File: config.mk
export PLATFORM = sky130hd
export DESIGN_NAME = cpu_control_unit
export DESIGN_NICKNAME = d
export VERILOG_FILES = /design/src/rtl/cpu_control_unit.sv
export SDC_FILE = /design/constraint.sdc
export NUM_CORES = 1
export LEC_CHECK = 0
export ABC_AREA = 0
export CAP_MARGIN = 5
export CORE_ASPECT_RATIO = 0.5
export CORE_UTILIZATION = 55
export CTS_CLUSTER_SIZE = 25
export DETAILED_ROUTE_END_ITERATION = 10
export DONT_BUFFER_PORTS = 1
export MAX_ROUTING_LAYER = met4
export PLACE_DENSITY = 0.75
export SLEW_MARGIN = 20
export SYNTH_ARGS = -nofsm -noshare
export SYNTH_HDL_FRONTEND = slang
export SYNTH_SLANG_ARGS = --single-unit
File: constraint.sdc
create_clock -name clk -period 4.73 [get_ports clk]
set_clock_uncertainty 0.05 [all_clocks]
set_input_delay 0.7095 -clock clk [delete_from_list [all_inputs] [get_ports clk]]
set_output_delay 0.7095 -clock clk [all_outputs]
set_load 0.02 [all_outputs]
File: src/rtl/cpu_control_unit.sv
// cpu_control_unit: multi-cycle CPU sequencer with memory-latency wait states, stall gating and retire counter
module cpu_control_unit #(
   parameter int MEM_LAT = 1,
   parameter int CNT_W   = 16
) (
   input  logic             clk,
   input  logic             rst,
   input  logic [15:0]      instruction,
   input  logic [4:0]       flags,
   input  logic             stall,
   output logic             pc_en,
   output logic             reg_we,
   output logic             mem_we,
   output logic             ir_en,
   output logic             ls_cntl,
   output logic [1:0]       wb_sel,
   output logic [1:0]       pc_mux,
   output logic [3:0]       state_o,
   output logic             instr_done,
   output logic [CNT_W-1:0] retired
);
   typedef enum logic [3:0] {
      FETCH    = 4'd0,
      DECODE   = 4'd1,
      EXEC     = 4'd2,
      STORE    = 4'd3,
      LOAD_MEM = 4'd4,
      LOAD_WB  = 4'd5,
      BRANCH   = 4'd6,
      PC_INC   = 4'd7,
      JUMP     = 4'd8,
      JAL      = 4'd9
   } state_t;

   localparam logic [3:0] LAST = 4'(MEM_LAT - 1);

   state_t           r_state, w_next;
   logic [3:0]       r_wait;
   logic [CNT_W-1:0] r_ret;
   logic [3:0]       w_op, w_ext;
   logic             w_last, w_cond, w_go;
   logic             w_pc, w_rw, w_mw, w_ir, w_done;

   assign w_op   = instruction[15:12];
   assign w_ext  = instruction[7:4];
   assign w_last = r_wait == LAST;
   assign w_go   = !stall && !rst;

   always_comb begin
      case (instruction[11:8])
         4'b0000: w_cond = flags[3];
         4'b0001: w_cond = !flags[3];
         4'b0010: w_cond = flags[0];
         4'b0011: w_cond = !flags[0];
         4'b0100: w_cond = flags[1];
         4'b0101: w_cond = !flags[1];
         4'b1100: w_cond = !flags[3] && flags[1];
         4'b1101: w_cond = flags[3] || !flags[1];
         4'b1110: w_cond = 1'b1;
         default: w_cond = 1'b0;
      endcase
   end

   always_comb begin
      w_next = r_state;
      case (r_state)
         FETCH:    w_next = w_last ? DECODE : FETCH;
         DECODE: begin
            if (w_op == 4'b0100 && w_ext == 4'b0000)      w_next = LOAD_MEM;
            else if (w_op == 4'b0100 && w_ext == 4'b0100) w_next = STORE;
            else if (w_op == 4'b0100 && w_ext == 4'b1000) w_next = JAL;
            else if (w_op == 4'b0100 && w_ext == 4'b1100) w_next = w_cond ? JUMP : PC_INC;
            else if (w_op == 4'b1100)                     w_next = w_cond ? BRANCH : PC_INC;
            else                                          w_next = EXEC;
         end
         LOAD_MEM: w_next = w_last ? LOAD_WB : LOAD_MEM;
         default:  w_next = FETCH;
      endcase
   end

   always_comb begin
      w_pc    = 1'b0;
      w_rw    = 1'b0;
      w_mw    = 1'b0;
      w_ir    = 1'b0;
      w_done  = 1'b0;
      ls_cntl = 1'b1;
      wb_sel  = 2'b00;
      pc_mux  = 2'b00;
      case (r_state)
         FETCH:    w_ir = w_last;
         EXEC: begin
            w_rw   = 1'b1;
            w_pc   = 1'b1;
            w_done = 1'b1;
         end
         STORE: begin
            w_mw    = 1'b1;
            ls_cntl = 1'b0;
            w_pc    = 1'b1;
            w_done  = 1'b1;
         end
         LOAD_MEM: ls_cntl = 1'b0;
         LOAD_WB: begin
            w_rw   = 1'b1;
            wb_sel = 2'b01;
            w_pc   = 1'b1;
            w_done = 1'b1;
         end
         BRANCH: begin
            w_pc   = 1'b1;
            pc_mux = 2'b01;
            w_done = 1'b1;
         end
         PC_INC: begin
            w_pc   = 1'b1;
            w_done = 1'b1;
         end
         JUMP: begin
            w_pc   = 1'b1;
            pc_mux = 2'b10;
            w_done = 1'b1;
         end
         JAL: begin
            w_rw   = 1'b1;
            wb_sel = 2'b10;
            w_pc   = 1'b1;
            pc_mux = 2'b10;
            w_done = 1'b1;
         end
         default: ;
      endcase
   end

   // stall and reset only mask the write strobes; mux selects keep the state's values
   assign pc_en      = w_pc && w_go;
   assign reg_we     = w_rw && w_go;
   assign mem_we     = w_mw && w_go;
   assign ir_en      = w_ir && w_go;
   assign instr_done = w_done && w_go;
   assign state_o    = r_state;
   assign retired    = r_ret;

   always_ff @(posedge clk or posedge rst) begin
      if (rst) begin
         r_state <= FETCH;
         r_wait  <= 4'd0;
         r_ret   <= '0;
      end else if (!stall) begin
         r_state <= w_next;
         r_wait  <= (w_next != r_state) ? 4'd0 : r_wait + 4'd1;
         if (w_done) r_ret <= r_ret + CNT_W'(1);
      end
   end
endmodule

==> impl_metrics.toml <==
[grt]
grt_overflow = 0
track_usage_pct = 20.9
grt_antenna_before_repair = 0
grt_max_degree = 26
grt_pass1_vias = 987
grt_pass1_wl_um = 4250

[die]
dieArea_um2 = 2890
initial_core_util_pct = 61.9
design.core.area_um2 = 2370
die_w_um = 75.1
ios = 54
rows = 12
die_h_um = 38.5

[sta]
setup_viol_count_final = 0
tightest_slew_ps = 869
slew_headroom_pct = 41.3
finalCritPeriodShare_pct = 63.8
max_freq_ghz = 0.332
finalHoldViolCount = 0
rsz0062_at_grt = "false"
drv_slew = 0
hold_ws_ps = 317
final.setup.tns_ps = 0
min_period_ps = 3020
setup_slack_ps = 1710

[cts]
cts-resized-gates = 0
cts.sinks = 24
cts-root-buf = "clkbuf_8"
cts-htree-levels = 1
clockBufferDepth = 2
postCtsSetupBuffers = 0
tritoncts = "done"
postCtsHoldBufs = 0
clk_latency_ps = 260
numCtsBuffers = 3
clkSlewWorstSetupHoldPaths_ps = 80

[worst_setup_path]
critPathKind = "flop to output port"
r2r_start = "state_o[3]"
crit_fanout = 13
worstPathArrival_ps = 2260
crit_path_cell_trace = "nor3b_4, o21bai_2, and2b_1, and2_1"
rr_endpoint = "retired[11]"
reg2reg_slack_ps = 2560
max_stage_delay_ps = 700
reg2reg_depth = 5
endpoint_kind = "output port"
slowest_stage = "dfrtp_1"
startpoint_type = "flop"
cp_data_required_time_ps = 3970

[placed_design]
place_ws_ps = 2000
dp_hpwl_um = 1910
place_congestion = 0.744
dp_cells = 190
port_buffers = 0

[synth]
ys_seq_area_share_pct = 40.9
synth_top_area_share_pct = 40.9
synth_seq_cells = 24
synth_common_cells = "24 x dfrtp_1, 18 x nor2_1, 16 x nand2_1"
synth_cells = 161
synth_flop_cell = "dfrtp_1"
yosysMostFrequentCell = "dfrtp_1"
netlist_area_um2 = 1470
synth.avg_cell_area_um2 = 9.12
syn_nets = 188
synthArstFlopShare_pct = 100
synth.largest_area_cell = "dfrtp_1"
synth_area_leaders = "dfrtp_1 41%, xnor2_1 6.6%, nor2_1 4.6%"
ys_types = 44
synth_enable_flop_cells = 0
yosysWarningCount = 0

[route]
num_vias = 1102
route.detailed.drc = 0
drt-initial-drc-count = 49
via_per_inst = 5.68
route.antenna.remaining_nets = 0
routed_wl_um = 2600
wire_per_inst_um = 13.4
drtPass1Iterations = 4

[final_layout]
final_cells = 194
fin_util_pct = 65.2
nNetsFinal = 187
n_antenna_cell = 0
area_growth_syn_to_layout_pct = 5.37
final_layout_size_suffix_gt1_share_pct = 8.18

[pwr]
peakVddDrop_mv = 0.230
leakagePower_nw = 0.706
power.density_nw_per_um2 = 402

[job]
maxCapViolCount = 0

[min_path]
hold_path_class = "input pin to async pin"

[status]
status = "completed"
flip-flops by register name (all words and copies together), names as in the netlist:
register  flops
retired      16
r_wait        4
state_o       4
per-stage QoR:
step / power, mW / cell area [µm²]
final: 0.622 / 1550
after global routing: 0.661 / 1550
after CTS: 0.629 / 1550
after detailed placement: 0.450 / 1480
after global placement: 0.445 / 1480
after floorplan: 0.430 / 1470
worst max-delay path: cells and delay by family, from the launching register on:
| kind | cells | cell delay [ps] |
|---|---|---|
| simple gates | 3 | 1090 |
| compound gates | 1 | 200 |
| flops | 1 | 700 |
layout by cell type (no fill, tap or decap), drive strengths merged, types with 2 or more instances in the layout:
master	count
nand2	16
nor3	6
o21ai	8
clkbuf	3
nand3	6
dfrtp	24
nor2	18
or3b	2
a21oi	7
nor2b	2
o22ai	2
nor3b	3
xnor2	11
nand4	6
and2	3
nand2b	2
o21a	2
ha	3
inv	6
a21o	2
and3b	2
nor4bb	2
xor2	5
kinds of logic (layout without fill, tap and decap cells):
| logic type | Yosys count | in the layout | share of synthesized area, % |
|---|---|---|---|
| buffers and inverters | 13 | 11 | 4.51 |
| and+or+nand+nor | 75 | 75 | 29.0 |
| adders and majority gates | 3 | 3 | 2.56 |
| xor gates and xnor gates | 16 | 16 | 9.54 |
| AOI/OAI and AO/OA | 29 | 29 | 12.8 |
| DFF | 24 | 24 | 40.9 |
| muxes | 1 | 1 | 0.767 |
report_power, final:
group          switching (mW)  internal (mW)  leakage [nW]
sequential             0.0912          0.231         0.315
combinational          0.0650         0.0576         0.355
clock                  0.0641          0.113        0.0357
area by class of cell:
class / instances / area, µm²
Sequential cell: 24 / 601
Tap cell: 35 / 43.8
Clock inverter: 1 / 30.0
Inverter: 6 / 22.5
Clock buffer: 3 / 41.3
Fill cell: 209 / 825
Multi-Input combinational cell: 124 / 802
Timing Repair Buffer: 1 / 7.51
routing by layer:
metal,up-vias,global-route usage [%],wire length (µm)
li1,559,-,-
met1,503,24.7,1230
met2,40,35.6,1200
met3,0,7.11,168
met4,0,4.25,0
met5,-,-,0
worst max-delay path by stage:
stage | cells after the start | slack (ps) | startpoint | end
2_1_floorplan | 6 | 2200 | state_o[2] | pc_en
3_3_place_gp | 4 | 2020 | state_o[3] | instr_done
3_5_place_dp | 4 | 2000 | state_o[3] | pc_en
4_1_cts | 4 | 1700 | state_o[3] | instr_done
5_1_grt | 4 | 1590 | state_o[3] | instr_done
6_report | 4 | 1710 | state_o[3] | instr_done
Note: power is estimated with default switching activity, not from simulation.
